===== src/rtl/axi_mmu_pkg.sv =====
// Shared definitions for the AXI MMU wrapper stages: FSM encoding,
// AXI burst/response codes and AR field widths.
package axi_mmu_pkg;

  localparam int AXI_LEN_WID   = 8;
  localparam int AXI_SIZE_WID  = 3;
  localparam int AXI_BURST_WID = 2;
  localparam int AXI_RESP_WID  = 2;

  localparam logic [AXI_BURST_WID-1:0] AXI_BURST_FIXED = 2'b00;
  localparam logic [AXI_BURST_WID-1:0] AXI_BURST_INCR  = 2'b01;
  localparam logic [AXI_BURST_WID-1:0] AXI_BURST_WRAP  = 2'b10;

  localparam logic [AXI_RESP_WID-1:0] AXI_RESP_OKAY   = 2'b00;
  localparam logic [AXI_RESP_WID-1:0] AXI_RESP_EXOKAY = 2'b01;
  localparam logic [AXI_RESP_WID-1:0] AXI_RESP_SLVERR = 2'b10;
  localparam logic [AXI_RESP_WID-1:0] AXI_RESP_DECERR = 2'b11;

  typedef enum logic [2:0] {
    ST_IDLE,
    ST_XREQ,
    ST_XWAIT,
    ST_ISSUE,
    ST_DRAIN,
    ST_DROP
  } ar_state_e;

  // Beat count of a burst; 256 beats does not fit in 8 bits, so it saturates.
  function automatic logic [AXI_LEN_WID-1:0] len_to_beats(input logic [AXI_LEN_WID-1:0] len);
    return (len == 8'hFF) ? 8'hFF : len + 8'd1;
  endfunction

endpackage


===== src/rtl/axi_outs_ctr.sv =====
// Saturating up/down counter of in-flight bursts. The full and zero flags
// look ahead: they describe the value the counter holds after this edge.
module axi_outs_ctr #(
  parameter int WID = 4
) (
  input  logic clk,
  input  logic reset,
  input  logic inc,
  input  logic dec,
  output logic full,
  output logic zero
);

  localparam logic [WID-1:0] MAX = '1;

  logic [WID-1:0] count_q, count_d;

  always_comb begin
    count_d = count_q;
    if (inc && !dec && count_q != MAX)
      count_d = count_q + WID'(1);
    else if (dec && !inc && count_q != '0)
      count_d = count_q - WID'(1);
  end

  always_ff @(posedge clk) begin
    if (reset) count_q <= '0;
    else       count_q <= count_d;
  end

  assign full = (count_d == MAX);
  assign zero = (count_d == '0);

endmodule


===== src/rtl/axi_raddr_chs.sv =====
// Read-address channel stage: translates each AR request through the MMU,
// forwards permitted bursts and turns faults into drop commands.
module axi_raddr_chs
  import axi_mmu_pkg::*;
#(
  parameter int ID_WID   = 8,
  parameter int ADDR_WID = 32,
  parameter int USER_WID = 2,
  parameter int OUTS_WID = 4
) (
  input  logic                     clk,
  input  logic                     reset,
  input  logic [ID_WID-1:0]        in_arid,
  input  logic [ADDR_WID-1:0]      in_araddr,
  input  logic [AXI_LEN_WID-1:0]   in_arlen,
  input  logic [AXI_SIZE_WID-1:0]  in_arsize,
  input  logic [AXI_BURST_WID-1:0] in_arburst,
  input  logic [USER_WID-1:0]      in_aruser,
  input  logic                     in_sarvalid,
  output logic                     out_sarready,
  output logic                     out_xlat_valid,
  output logic [ADDR_WID-1:0]      out_xlat_vaddr,
  input  logic                     in_xlat_ready,
  input  logic                     in_xlat_rvalid,
  input  logic [ADDR_WID-1:0]      in_xlat_paddr,
  input  logic                     in_xlat_ok,
  output logic [ID_WID-1:0]        out_arid,
  output logic [ADDR_WID-1:0]      out_araddr,
  output logic [AXI_LEN_WID-1:0]   out_arlen,
  output logic [AXI_SIZE_WID-1:0]  out_arsize,
  output logic [AXI_BURST_WID-1:0] out_arburst,
  output logic [USER_WID-1:0]      out_aruser,
  output logic                     out_marvalid,
  input  logic                     in_marready,
  input  logic                     in_rlast_hs,
  output logic                     drop,
  output logic [ID_WID-1:0]        drop_arid,
  output logic [USER_WID-1:0]      drop_aruser,
  output logic [AXI_SIZE_WID-1:0]  drop_arsize,
  output logic [AXI_LEN_WID-1:0]   drop_arlen,
  input  logic                     in_drop_done,
  output logic                     err_sat
);

  ar_state_e state_q, state_d;

  logic [ID_WID-1:0]        arid_q, arid_d;
  logic [ADDR_WID-1:0]      vaddr_q, vaddr_d;
  logic [ADDR_WID-1:0]      paddr_q, paddr_d;
  logic [AXI_LEN_WID-1:0]   arlen_q, arlen_d;
  logic [AXI_SIZE_WID-1:0]  arsize_q, arsize_d;
  logic [AXI_BURST_WID-1:0] arburst_q, arburst_d;
  logic [USER_WID-1:0]      aruser_q, aruser_d;

  logic sarready_q, sarready_d;
  logic xlat_valid_q, xlat_valid_d;
  logic marvalid_q, marvalid_d;
  logic drop_q, drop_d;
  logic err_sat_q, err_sat_d;

  logic [ID_WID-1:0]       drop_arid_q, drop_arid_d;
  logic [USER_WID-1:0]     drop_aruser_q, drop_aruser_d;
  logic [AXI_SIZE_WID-1:0] drop_arsize_q, drop_arsize_d;
  logic [AXI_LEN_WID-1:0]  drop_arlen_q, drop_arlen_d;

  logic outs_inc, outs_full, outs_zero;

  assign outs_inc = marvalid_q & in_marready;

  axi_outs_ctr #(.WID(OUTS_WID)) u_outs (
    .clk   (clk),
    .reset (reset),
    .inc   (outs_inc),
    .dec   (in_rlast_hs),
    .full  (outs_full),
    .zero  (outs_zero)
  );

  always_comb begin
    state_d       = state_q;
    arid_d        = arid_q;
    vaddr_d       = vaddr_q;
    paddr_d       = paddr_q;
    arlen_d       = arlen_q;
    arsize_d      = arsize_q;
    arburst_d     = arburst_q;
    aruser_d      = aruser_q;
    drop_d        = 1'b0;
    err_sat_d     = err_sat_q;
    drop_arid_d   = drop_arid_q;
    drop_aruser_d = drop_aruser_q;
    drop_arsize_d = drop_arsize_q;
    drop_arlen_d  = drop_arlen_q;

    case (state_q)
      ST_IDLE: if (in_sarvalid) begin
        arid_d    = in_arid;
        vaddr_d   = in_araddr;
        arlen_d   = in_arlen;
        arsize_d  = in_arsize;
        arburst_d = in_arburst;
        aruser_d  = in_aruser;
        state_d   = ST_XREQ;
      end
      ST_XREQ: if (in_xlat_ready) state_d = ST_XWAIT;
      ST_XWAIT: if (in_xlat_rvalid) begin
        if (in_xlat_ok) begin
          paddr_d = in_xlat_paddr;
          state_d = ST_ISSUE;
        end else begin
          state_d = ST_DRAIN;
        end
      end
      ST_ISSUE: if (outs_inc) state_d = ST_IDLE;
      // Zero flag is look-ahead, so the drop lands the cycle after the last rlast.
      ST_DRAIN: if (outs_zero) begin
        drop_d        = 1'b1;
        drop_arid_d   = arid_q;
        drop_aruser_d = aruser_q;
        drop_arsize_d = arsize_q;
        drop_arlen_d  = len_to_beats(arlen_q);
        if (arlen_q == 8'hFF) err_sat_d = 1'b1;
        state_d = ST_DROP;
      end
      ST_DROP: if (in_drop_done && !drop_q) state_d = ST_IDLE;
      default: state_d = ST_IDLE;
    endcase

    sarready_d   = (state_d == ST_IDLE);
    xlat_valid_d = (state_d == ST_XREQ);
    marvalid_d   = (state_d == ST_ISSUE) && !outs_full;
  end

  always_ff @(posedge clk) begin
    if (reset) begin
      state_q       <= ST_IDLE;
      arid_q        <= '0;
      vaddr_q       <= '0;
      paddr_q       <= '0;
      arlen_q       <= '0;
      arsize_q      <= '0;
      arburst_q     <= '0;
      aruser_q      <= '0;
      sarready_q    <= 1'b1;
      xlat_valid_q  <= 1'b0;
      marvalid_q    <= 1'b0;
      drop_q        <= 1'b0;
      err_sat_q     <= 1'b0;
      drop_arid_q   <= '0;
      drop_aruser_q <= '0;
      drop_arsize_q <= '0;
      drop_arlen_q  <= '0;
    end else begin
      state_q       <= state_d;
      arid_q        <= arid_d;
      vaddr_q       <= vaddr_d;
      paddr_q       <= paddr_d;
      arlen_q       <= arlen_d;
      arsize_q      <= arsize_d;
      arburst_q     <= arburst_d;
      aruser_q      <= aruser_d;
      sarready_q    <= sarready_d;
      xlat_valid_q  <= xlat_valid_d;
      marvalid_q    <= marvalid_d;
      drop_q        <= drop_d;
      err_sat_q     <= err_sat_d;
      drop_arid_q   <= drop_arid_d;
      drop_aruser_q <= drop_aruser_d;
      drop_arsize_q <= drop_arsize_d;
      drop_arlen_q  <= drop_arlen_d;
    end
  end

  assign out_sarready   = sarready_q;
  assign out_xlat_valid = xlat_valid_q;
  assign out_xlat_vaddr = vaddr_q;
  assign out_arid       = arid_q;
  assign out_araddr     = paddr_q;
  assign out_arlen      = arlen_q;
  assign out_arsize     = arsize_q;
  assign out_arburst    = arburst_q;
  assign out_aruser     = aruser_q;
  assign out_marvalid   = marvalid_q;
  assign drop           = drop_q;
  assign drop_arid      = drop_arid_q;
  assign drop_aruser    = drop_aruser_q;
  assign drop_arsize    = drop_arsize_q;
  assign drop_arlen     = drop_arlen_q;
  assign err_sat        = err_sat_q;

endmodule

===== config.mk =====
export PLATFORM = sky130hd
export DESIGN_NAME = axi_raddr_chs
export DESIGN_NICKNAME = d
export VERILOG_FILES = /design/src/rtl/axi_mmu_pkg.sv /design/src/rtl/axi_outs_ctr.sv /design/src/rtl/axi_raddr_chs.sv
export SDC_FILE = /design/constraint.sdc
export NUM_CORES = 1
export LEC_CHECK = 0
export BUFFER_PORTS_ARGS = -buffer_cell sky130_fd_sc_hd__buf_4
export CORE_MARGIN = 2
export CORE_UTILIZATION = 45
export CTS_BUF_LIST = sky130_fd_sc_hd__clkbuf_4 sky130_fd_sc_hd__clkbuf_8
export CTS_CLUSTER_SIZE = 8
export DETAILED_ROUTE_END_ITERATION = 10
export PLACE_DENSITY_LB_ADDON = 0.08
export SETUP_SLACK_MARGIN = 0.1
export SYNTH_ARGS = -nofsm -noshare
export SYNTH_HDL_FRONTEND = slang
export SYNTH_SLANG_ARGS = --single-unit

===== constraint.sdc =====
create_clock -name clk -period 6.16 [get_ports clk]
set_input_delay 1.232 -clock clk [delete_from_list [all_inputs] [get_ports clk]]
set_output_delay 1.232 -clock clk [all_outputs]
set_load 0.01 [all_outputs]

-- Word level (Yosys, flattened, before mapping)
Cells that the tools add are included.
- add/subtract/negate cells: 3
- multipliers: 0
- divide/modulo/power cells: 0
- order comparisons: 0
- equality and inequality tests: 10
- shift-type cells: 0
- multiplexer cells: 12
- bitwise gates (word level): 2
- reduce and logical (&&, ||, !) cells: 19
- operators with widths (cell ; number):
    $mux W3 ; 7
    $pmux W3 S6 ; 1
    $eq A3 B2 Y1 const B ; 3
    $add A8 B1 Y8 const B ; 1
    $eq A8 B8 Y1 const B ; 1
    $mux W4 ; 2
    $mux W8 ; 1
    $eq A3 B1 Y1 const B ; 2
    $eq A3 B3 Y1 const B ; 2
    $logic_and A1 B1 Y1 ; 6
    $logic_not A3 Y1 ; 2
    $reduce_and A3 Y1 ; 2
    $add A4 B1 Y4 const B ; 1
    $eq A4 B4 Y1 const B ; 1
    $logic_not A1 Y1 ; 4
    $logic_not A4 Y1 ; 1
    $ne A4 B4 Y1 const B ; 1
    $reduce_and A2 Y1 ; 2
    $reduce_bool A4 Y1 ; 1
    $sub A4 B1 Y4 const B ; 1
    $reduce_or A2 Y1 ; 1
    $and A1 B1 Y1 ; 1
    $mux W1 ; 1
    $not A1 Y1 ; 1
- register bits after elaboration: 120
- bits in latches: 0
- bits in writable memories: 0
- memory bits (read-only): 0
- input port bits: 96
- output and inout bits: 113
- logic and storage cells: 64
- memories kept: 0

-- Logic depth before layout (Yosys ltp)
Gate-level depths: netlist (run 1).
- word-level depth: 11
- gate-level depth with buffers: 10
- depth with buffers taken out: 7

-- Cells and area by module
Synthesis (run 1) repeated with hierarchy kept, for this count alone.
- cell total of the unflattened synthesis: 567
- area, all modules: 4590.7 um^2
- by module, submodules not included (module ; instances ; cells each ; area each (um^2) ; seq. area each (um^2)):
    axi_raddr_chs ; 1 ; 528 ; 4275.4 ; 2322.2
    axi_outs_ctr ; 1 ; 39 ; 315.3 ; 80.1

-- Least setup slack after synthesis (run 1)
No wires, ideal clock.
- kind: input to register
- start: input port in_marready
- end: register drop_arid_q[0] (netlist: drop_arid[0])
- library setup time: 0.072 ns
- data arrival time: 2.840 ns
- data required time: 6.088 ns
- slack: 3.248 ns
- cell stages on the path: 7
- buffers on the path: 2
- path through: and3b_1 a32o_1 a311oi_2 and4_1 buf_6 buf_12 mux2i_1
- word-level cells in the longest chain between the ends: 8
- elaborated cells on any way between the ends: 10
- classes of those cells: mux: 2; bitwise: 1; reduce/logical: 7
- RTL lines (what ; RTL line ; text):
    start, declared ; axi_raddr_chs.sv:34 ; input logic in_marready,
    $and A1 B1 Y1 (*) ; axi_raddr_chs.sv:68 ; assign outs_inc = marvalid_q & in_marready;
    $logic_not A1 Y1 ; axi_outs_ctr.sv:22 ; else if (dec && !inc && count_q != '0)
    $logic_and A1 B1 Y1 (2 in series) ; axi_outs_ctr.sv:22 ;
    $mux W4 ; axi_outs_ctr.sv:22 ;
    $mux W4 (*) ; axi_outs_ctr.sv:20 ; if (inc && !dec && count_q != MAX)
    $logic_not A4 Y1 (*) ; axi_outs_ctr.sv:32 ; assign zero = (count_d == '0);
    $reduce_and A2 Y1 (no line) (*) ; - ;
    end signal, assigned ; axi_raddr_chs.sv:167 ; drop_arid_q <= drop_arid_d;
    end, declared ; axi_raddr_chs.sv:61 ; logic [ID_WID-1:0] drop_arid_q, drop_arid_d;
Mark *: on every way between the ends. The rest lies on a longest branch, timed or not.
A chain may end at the register's enable or synchronous reset.

-- Worst setup path after layout (run 1)
- start: input port in_marready
- end: register drop_aruser_q[0] (netlist: drop_aruser[0])
- word-level cells in the longest chain between the ends: 8
- elaborated cells on any way between the ends: 10
- classes of those cells: mux: 2; bitwise: 1; reduce/logical: 7
- RTL lines (what ; RTL line ; text):
    $and A1 B1 Y1 (*) ; axi_raddr_chs.sv:68 ;
    $logic_not A1 Y1 ; axi_outs_ctr.sv:22 ;
    $logic_and A1 B1 Y1 (2 in series) ; axi_outs_ctr.sv:22 ;
    $mux W4 ; axi_outs_ctr.sv:22 ;
    $mux W4 (*) ; axi_outs_ctr.sv:20 ;
    $logic_not A4 Y1 (*) ; axi_outs_ctr.sv:32 ;
    $reduce_and A2 Y1 (no line) (*) ; - ;
    end signal, assigned ; axi_raddr_chs.sv:168 ; drop_aruser_q <= drop_aruser_d;
    end, declared ; axi_raddr_chs.sv:62 ; logic [USER_WID-1:0] drop_aruser_q, drop_aruser_d;
Marks and branches as above.

==> metrics.txt, run 1 <==
RSZ-0062 raised after global routing false; CTS Buffer Depth 2; Global Route Usage Sum 0.221; reg-to-reg endpoint drop_aruser[0]; # Post-CTS Setup Buffers 0; GPL Wtd Cong 0.812; Reg2Reg Depth 7; layout cell share with drive strength beyond 1 0.330; register area share after synthesis 0.513; H-Tree Depth 4; final hold violations 0; final setup vio count 0; Nets 859; fin crit period 3.26 ns; core footprint 0.0102 sq mm; critical-path maximum fanout 15; switching power 0.000543 W; EDFF count, synth 0; Avg Synthesized Cell Area 8.21 sq um; crit path kind in -> reg; Antenna diodes 0; CTS Buf Count 17; Clock power frac 0.409; Setup crit end drop_aruser[0]; worst reg-to-reg setup slack 3.05 ns; Detailed Routing Iterations Pass 1 6; Buf/Inv on CP 1; Synth Warn # 0; Routed Antenna Nets 0; ys async rst share 0; CTS Sinks 120; most frequent cells in the layout buf_4 (210), nand2_1 (209), dfxtp_1 (120); DPL Wire Length 8960 um; setup_tns 0 ns; Reg2Reg Launch Point u_outs.count_q[0]; Cell Count Post-Placement 877; number of I/O port buffers 208; Clock Tree Root clkbuf_8; sequential share of power 0.424; Initial DRC Count 229; switch share 0.267; relative slew slack 0.201; via count 4579; critical path depth 6; post-route insts no fill 909; CP peak stage delay 0.88 ns; total grt overflow 0; Die X-Extent 106 um; P&R area growth vs syn 43.8%; crit-path leading delay family simple AND/OR/NAND/NOR gates; largest net degree at the start of global routing 77; CTS tree yes; Leak Pwr 2.83 nW; pwr dens 302 mW/mm^2; DR WL/cell 14.1 um; part of the cycle the worst path needs 0.529; Synthesized Nets 670; maximum vdd ir drop 0.143 mV; initial antenna violation count 0; commonest non-fill, non-tap cell in the layout buf_4; worst skew pair latency 0.42 ns; Slew Viols, Final 0; post-CTS resize count 0; Rows 37; CP arrival 3.60 ns; die footprint 0.0112 sq mm; effective utilization at floorplan 0.458; Final Skew 0.0132 ns; Min Hold Slack 0.454 ns; Worst Max-Slew Pin Slew 1.20 ns; vias in the first global route 4224; Synth Cell Area 0.00469 sq mm; via-per-instance ratio 5.04; Yosys reg bits 120; final core utilization 0.659; Max-Cap Viols 0; CP Capture Type flip-flop; Comb power frac 0.167; Top Ports 209; Cell Chain, Critical Path buf_4 > and3b_1 > a32o_1 > a311oi_2 > and4_1 > mux2i_1; cell internal pwr 0.00149 W; Pwr Total 0.00203 W; first-pass GRT wire length 19900 um; Slowest-stage cell, CP and4_1; hold crit path type reg -> reg; Routed WL 12900 um; Die Y 106 um; Fmax 307 MHz; Netlist cell types 53; drt drc 0; Crit. Startpoint in_marready; Worst-path clk slew 0.07 ns; # hold bufs at CTS 0; Worst EP required 6.50 ns; top_reg_cell synth dfxtp_1; type of origin of the critical path input pin; Synth Instances 571; status completed
metal layers:
| layer | global-route usage | share of wire | vias up |
|---|---|---|---|
| met5 | 0 | 0 | - |
| met3 | 0.0785 | 0.081 | 15 |
| li1 | - | - | 2301 |
| met4 | 0.0780 | 0.016 | 0 |
| met2 | 0.374 | 0.50 | 154 |
| met1 | 0.261 | 0.41 | 2109 |
sequential cells by signal, indices dropped and copies added (netlist names), 2 cells and up:
name	cells
drop_arid	8
out_aruser	2
out_arburst	2
drop_aruser	2
out_xlat_vaddr	32
out_arid	8
u_outs.count_q	4
drop_arlen	8
out_arsize	3
out_arlen	8
drop_arsize	3
state_q	3
out_araddr	32
power by group through the flow:
stage / sequential, W / clock, W / combinational, W
after floorplan: 0.000880 / 0 / 0.000200
after global placement: 0.000877 / 0 / 0.000329
after detailed placement: 0.000878 / 0 / 0.000338
after CTS: 0.000861 / 0.000848 / 0.000339
after global routing: 0.000868 / 0.000892 / 0.000369
final: 0.000861 / 0.000832 / 0.000340
cells by family after synthesis:
kind of cell / after synthesis / share of synthesized area
compound gates: 127 / 0.168
xor+xnor: 4 / 0.00747
fa+ha+maj: 3 / 0.00801
buf+inv: 50 / 0.0456
flops: 120 / 0.513
mux: 16 / 0.0344
simple gates: 251 / 0.223
layout make-up:
cell class / count / area, sq um
multi-input combinational: 401 / 2070
fill: 900 / 3490
inverter: 10 / 37.5
timing repair buffer: 210 / 1580
sequential: 120 / 2400
tap: 136 / 170
clock buffer: 19 / 262
clock inverter: 13 / 218
synth_stat cells, types with 3 or more instances:
library cell | number | area share
xnor2_1 | 4 | 0.0075
mux2i_1 | 15 | 0.032
nand4_1 | 5 | 0.0067
clkbuf_1 | 32 | 0.026
buf_1 | 4 | 0.0032
nor2_1 | 9 | 0.0072
a21oi_1 | 90 | 0.096
nand2_1 | 210 | 0.17
inv_1 | 10 | 0.0080
a311oi_1 | 8 | 0.015
nand3_1 | 5 | 0.0053
ha_1 | 3 | 0.0080
dfxtp_1 | 120 | 0.51
a41oi_1 | 6 | 0.011
a31oi_1 | 3 | 0.0040
per-stage QoR:
stage / cell area (sq um) / setup slack, ns
after floorplan: 4690 / 3.25
after global placement: 6260 / 2.61
after detailed placement: 6260 / 2.48
after CTS: 6740 / 2.92
after global routing: 6740 / 2.75
final: 6740 / 2.90
tightest hold or removal path: stages, from the launching register on:
cell	delay, ns
dfxtp_1	0.31
nand2_1	0.05
a21oi_1	0.05
worst min-delay path by stage:
stage                       start                  to  slack (ns)  depth (start not counted)
2_1_floorplan        drop_arid[0]        drop_arid[0]        0.48                          2
3_3_place_gp        out_araddr[5]       out_araddr[5]        0.44                          2
3_5_place_dp   out_xlat_vaddr[28]  out_xlat_vaddr[28]        0.45                          2
4_1_cts        out_xlat_vaddr[28]  out_xlat_vaddr[28]        0.46                          2
5_1_grt        out_xlat_vaddr[19]  out_xlat_vaddr[19]        0.47                          2
6_report            out_araddr[5]       out_araddr[5]        0.45                          2
No activity file was read; power rests on OpenSTA's default activity.
==> run 2: changes to the inputs <==
--- a/config.mk
+++ b/config.mk
@@ -7,7 +7,7 @@
 export LEC_CHECK = 0
 export BUFFER_PORTS_ARGS = -buffer_cell sky130_fd_sc_hd__buf_4
 export CORE_MARGIN = 2
-export CORE_UTILIZATION = 45
+export CORE_UTILIZATION = 44
 export CTS_BUF_LIST = sky130_fd_sc_hd__clkbuf_4 sky130_fd_sc_hd__clkbuf_8
 export CTS_CLUSTER_SIZE = 8
 export DETAILED_ROUTE_END_ITERATION = 10
==> constraint.sdc (replaced) <==
create_clock -name clk -period 2.7 [get_ports clk]
set_input_delay 0.54 -clock clk [delete_from_list [all_inputs] [get_ports clk]]
set_output_delay 0.54 -clock clk [all_outputs]
set_load 0.01 [all_outputs]
==> run 2 against run 1 <==
Clock skew fell by 0.0028 ns. Non-clock buffer count rose by 8. Hold slack got worse by 0.082 ns. First-iteration DRC count fell by 10%. Cell count rose by 0.88%. Critical path depth rose by 2. Count of clock-buffer cells in the layout did not move. Sequential power rose by 130%. Sequential cell count did not move.
==> metrics.txt, run 2 (synthesis gave the netlist of run 1 again) <==
status completed; cell internal pwr 0.00325 W (+120%); Slowest-stage cell, CP or3b_4; Leak Pwr 2.84 nW (+0.38%); effective utilization at floorplan 0.454 (-0.00411); Worst Hold Launch in_arid[4]; Worst-path clk slew 0.08 ns (about the same); post-route insts no fill 917 (+0.88%); final setup vio count 0 (unchanged); design area 0.00676 sq mm (+0.32%); via count 4613 (+0.74%); Antenna diodes 0 (unchanged); vias in the first global route 4459 (+5.6%); Crit. Startpoint u_outs.count_q[1]; Nets 867 (+0.93%); final hold violations 0 (unchanged); type of origin of the critical path flip-flop; die footprint 0.0115 sq mm (+2.2%); H-Tree Depth 4 (unchanged); Clock Tree Root clkbuf_8; Routed WL 13100 um (+1.8%); P&R area growth vs syn 44.3%; # fillers 888 (-1.3%); Clock power frac 0.374 (-0.035); fin crit period 2.46 ns; GPL Wtd Cong 0.854 (+5.2%); Worst EP required 3.03 ns (-3.47 ns); drt drc 0 (unchanged); Detailed Routing Iterations Pass 1 5 (-1); maximum vdd ir drop 0.402 mV (+180%); Slew Viols, Final 0 (unchanged); Final Skew 0.0103 ns (-0.00285 ns); Max-Cap Viols 0 (unchanged); number of I/O port buffers 208 (unchanged); total grt overflow 0 (unchanged); hold crit path type in -> reg; layout cell share with drive strength beyond 1 0.338 (+0.00814); commonest non-fill, non-tap cell in the layout buf_4; first-pass GRT wire length 20500 um (+3.4%); Rows 37 (unchanged); CTS Buf Count 17 (unchanged); part of the cycle the worst path needs 0.912; Reg2Reg Launch Point u_outs.count_q[1]; CTS tree yes; DP Area 0.00632 sq mm (+0.92%); pwr dens 666 mW/mm^2 (+120%); worst skew pair latency 0.41 ns (about the same); switching power 0.00126 W (+130%); Cell Chain, Critical Path inv_1 > ha_1 > or3b_4 > a22o_4 > o311ai_4 > and4_1 > buf_4 > mux2i_1; Worst Max-Slew Pin Slew 0.866 ns (-0.331 ns); critical-path maximum fanout 15 (unchanged); RSZ-0062 raised after global routing false; final core utilization 0.655 (-0.00385); DPL Wire Length 9370 um (+4.6%); crit-path leading delay family simple AND/OR/NAND/NOR gates; via-per-instance ratio 5.03 (-0.14%); CTS Buffer Depth 2 (unchanged); Comb power frac 0.192 (+0.025); Buf/Inv on CP 2 (+1); Fmax 406 MHz; initial antenna violation count 0 (unchanged); Die Y 107 um (+1.1%); CTS Sinks 120 (unchanged); CP Capture Type flip-flop; largest net degree at the start of global routing 56 (-27%); CP peak stage delay 0.42 ns (-0.46 ns); crit path kind reg -> reg; switch share 0.279 (+0.0118); most frequent cells in the layout buf_4 (217), nand2_1 (209), dfxtp_1 (119); setup_tns 0 ns (unchanged); Die X-Extent 107 um (+1.1%); relative slew slack 0.422 (+0.221); core footprint 0.0103 sq mm (+0.91%); Routed Antenna Nets 0 (unchanged); CP arrival 2.79 ns (-0.81 ns); DR WL/cell 14.3 um (+0.87%); Global Route Usage Sum 0.225 (+0.00320); Initial DRC Count 206 (-10%); Cell Count Post-Placement 883 (+0.68%); sequential share of power 0.434 (+0.010); Top Ports 209 (unchanged)
==> run 2: area by class of cell <==
class / instances / area [sq um] / share of cell area
Clock buffer: 19 / 255 / 0.0377
Clock inverter: 13 / 171 / 0.0254
Inverter: 10 / 37.5 / 0.00555
Multi-Input combinational cell: 401 / 2070 / 0.307
Sequential cell: 120 / 2400 / 0.355
Tap cell: 136 / 170 / 0.0252
Timing Repair Buffer: 218 / 1650 / 0.244
==> run 2: metal layers <==
layer  up-vias  global-route usage  part of all wire
li1       2322                   -                 -
met5         -                   0                 0
met4         0              0.0844             0.023
met2       155               0.386              0.50
met1      2111               0.257              0.40
met3        25              0.0778             0.077
==> run 2: power groups by stage <==
stage	Combinational [W]	Clock, W	Sequential [W]
floorplan	0.000456	0	0.00201
global placement	0.000793	0	0.00198
detailed placement	0.000819	0	0.00199
CTS	0.000860	0.00173	0.00195
global route	0.000944	0.00182	0.00197
finish	0.000864	0.00169	0.00195
==> run 2: path summary, 6_finish.rpt <==
kind,slack [ns],endpoint,depth (start not counted)
setup / recovery,0.24,drop_arsize[2],8
hold / removal,0.37,out_arid[4],3
hold reg to reg,0.46,out_xlat_vaddr[19],2
setup reg to reg,0.24,drop_arsize[2],8
==> run 2: stage by stage <==
step           power, W  hold slack (ns)  worst slack (ns)
3_3_place_gp    0.00278            0.443             0.252
2_1_floorplan   0.00246            0.479             0.299
5_1_grt         0.00473            0.345             0.109
3_5_place_dp    0.00281            0.448             0.104
4_1_cts         0.00454            0.337             0.179
6_report        0.00450            0.372             0.238
==> run 2: what timing repair did <==
action | 4_1_cts | 5_1_grt
setup buffers | 2 | 0
cloned | 0 | 0
hold buffers | 0 | 0
endpoints found under the setup margin | 4 | 17
pin swaps | 1 | 0
gates resized for setup | 0 | 1
==> run 2: tightest hold or removal path: cells and delay by family <==
kind	cells	cell delay (ns)
buffers and inverters	1	0.11
AND/OR/NAND/NOR	1	0.04
AO/OA/AOI/OAI	1	0.05
==> run 3: changes to the inputs <==
--- a/config.mk
+++ b/config.mk
@@ -7,8 +7,7 @@
 export LEC_CHECK = 0
 export BUFFER_PORTS_ARGS = -buffer_cell sky130_fd_sc_hd__buf_4
 export CORE_MARGIN = 2
-export CORE_UTILIZATION = 44
-export CTS_BUF_LIST = sky130_fd_sc_hd__clkbuf_4 sky130_fd_sc_hd__clkbuf_8
+export CORE_UTILIZATION = 42
 export CTS_CLUSTER_SIZE = 8
 export DETAILED_ROUTE_END_ITERATION = 10
 export PLACE_DENSITY_LB_ADDON = 0.08
==> constraint.sdc (replaced) <==
create_clock -name clk -period 2.7 [get_ports clk]
set_input_delay 0.675 -clock clk [delete_from_list [all_inputs] [get_ports clk]]
set_output_delay 0.675 -clock clk [all_outputs]
set_load 0.01 [all_outputs]
==> run 3 against run 2 <==
Count of clock-buffer cells in the layout grew 3. Fmax is essentially flat. Final area grew 3.7%. Critical path depth is the same. Hold slack gained 0.040 ns. Worst setup slack gained 0.0019 ns. Sequential power is essentially flat. Utilization shrank 1.1 points. Wire length grew 1.3%. Register-to-register slack is essentially flat. Sequential cell count is the same. First-iteration DRC count grew 67%.
==> metrics.txt, run 3 (synthesis gave the netlist of run 1 again) <==
status completed; CTS Sinks 120 (unchanged); part of the cycle the worst path needs 0.911 (about the same); first-pass GRT wire length 20800 um (+1.2%); pwr dens 741 mW/mm^2 (+11%); Nets 869 (+0.23%); Leak Pwr 2.95 nW (+3.9%); CP Capture Type flip-flop; CTS Buf Count 17 (unchanged); core footprint 0.0109 sq mm (+5.5%); worst skew pair latency 0.50 ns (+0.09 ns); Slew Viols, Final 0 (unchanged); total grt overflow 0 (unchanged); CTS Buffer Depth 2 (unchanged); via count 4610 (-0.065%); Final Skew 0.00792 ns (-0.00238 ns); fin crit period 2.46 ns (-0.00188 ns); Detailed Routing Iterations Pass 1 4 (-1); crit path kind reg -> reg; hold crit path type in -> reg; number of I/O port buffers 208 (unchanged); type of origin of the critical path flip-flop; Global Route Usage Sum 0.222 (-0.00309); final hold violations 0 (unchanged); vias in the first global route 4396 (-1.4%); Worst-path clk slew 0.06 ns (-0.02 ns); Antenna diodes 0 (unchanged); Rows 38 (+2.7%); most frequent cells in the layout buf_4 (218), nand2_1 (209), dfxtp_1 (119); maximum vdd ir drop 0.348 mV (-14%); Routed Antenna Nets 0 (unchanged); critical-path maximum fanout 15 (unchanged); area of the multi-input gates 0.00208 sq mm (+0.12%); commonest non-fill, non-tap cell in the layout buf_4; DR WL/cell 14.3 um (+0.60%); Hold Path Cell Cnt 3 (unchanged); GPL Wtd Cong 0.853 (-0.14%); Die X-Extent 110 um (+2.3%); Top Ports 209 (unchanged); Initial DRC Count 344 (+67%); P&R area growth vs syn 49.5%; largest net degree at the start of global routing 68 (+21%); CTS tree yes; layout cell share with drive strength beyond 1 0.340 (+0.00169); DP Area 0.00635 sq mm (+0.51%); via-per-instance ratio 4.99 (-0.71%); CP arrival 2.89 ns (+0.10 ns); Die Y 110 um (+2.3%); die footprint 0.0120 sq mm (+4.6%); initial antenna violation count 0 (unchanged); DPL Wire Length 9180 um (-2.1%); RSZ-0062 raised after global routing false; Max-Cap Viols 0 (unchanged); Fmax 406 MHz (about the same); drt drc 0 (unchanged); Worst Max-Slew Pin Slew 0.715 ns (-0.151 ns); # fillers 969 (+9.1%); Reg2Reg Depth 8 (unchanged); Worst EP required 3.13 ns (+0.10 ns); sequential cell area 0.00240 sq mm (unchanged); H-Tree Depth 4 (unchanged); Routed WL 13200 um (+1.3%); final setup vio count 0 (unchanged); effective utilization at floorplan 0.430 (-0.0235); # hold bufs at CTS 0 (unchanged); setup_tns 0 ns (unchanged); relative slew slack 0.523 (+0.101); design area 0.00701 sq mm (+3.7%); Clock Tree Root clkbuf_8
-- run 3: cell count changes in the layout (fill, tap and decap cells not counted), sizes merged --
cell	change
clkinv	-2
clkbuf	+3
bufinv	+1
inv	-2
buf	+2
-- run 3: power by group --
part / leakage [nW] / switching (W) / internal, W / total [W]
sequential: 0.977 / 0.0000836 / 0.00187 / 0.00195
combinational: 1.68 / 0.000436 / 0.000424 / 0.000860
clock: 0.296 / 0.000779 / 0.00160 / 0.00238
-- run 3: final cells by class --
class,count,area share
clock buffer,22,0.0675
clock inverter,10,0.0237
inverter,10,0.00536
multi-input combinational,401,0.296
sequential,120,0.343
tap,140,0.0250
timing repair buffer,220,0.239
-- run 3: stage by stage --
step | cells | utilization | hold WS, ns | power, W | setup slack (ns)
global placement | 889 | 0.583 | 0.442 | 0.00278 | 0.276
detailed placement | 889 | 0.583 | 0.447 | 0.00281 | 0.190
CTS | 921 | 0.642 | 0.387 | 0.00520 | 0.166
finish | 923 | 0.644 | 0.411 | 0.00519 | 0.240
global route | 923 | 0.644 | 0.396 | 0.00542 | 0.114
floorplan | 571 | - | 0.479 | 0.00246 | 0.299
-- run 3: final timing paths --
check	slack (ns)	startpoint	to
worst max-delay path	0.24	u_outs.count_q[1]	drop_arid[7]
worst min-delay path	0.41	in_araddr[23]	out_xlat_vaddr[23]
worst max register to register	0.24	u_outs.count_q[1]	drop_arid[7]
worst min register to register	0.45	out_xlat_vaddr[4]	out_xlat_vaddr[4]
-- run 3: timing repair --
action                                  4_1_cts  5_1_grt
setup buffers                                 0        2
gates resized for setup                       0        2
endpoints found under the setup margin        0       15
-- run 3: per-layer routing --
layer	part of all wire	wire, um	up-vias	track usage
met5	0	0	-	0
met1	0.41	5480	2101	0.272
li1	-	-	2323	-
met2	0.49	6450	163	0.355
met4	0.021	278	0	0.100
met3	0.078	1030	23	0.0705
-- run 3: critical path, stage by stage, from the launching register on --
cell      delay [ns]
dfxtp_2         0.36
inv_1           0.08
ha_1            0.19
or3b_4          0.42
a22o_4          0.25
o311ai_4        0.41
and4_4          0.31
buf_12          0.16
mux2i_1         0.20
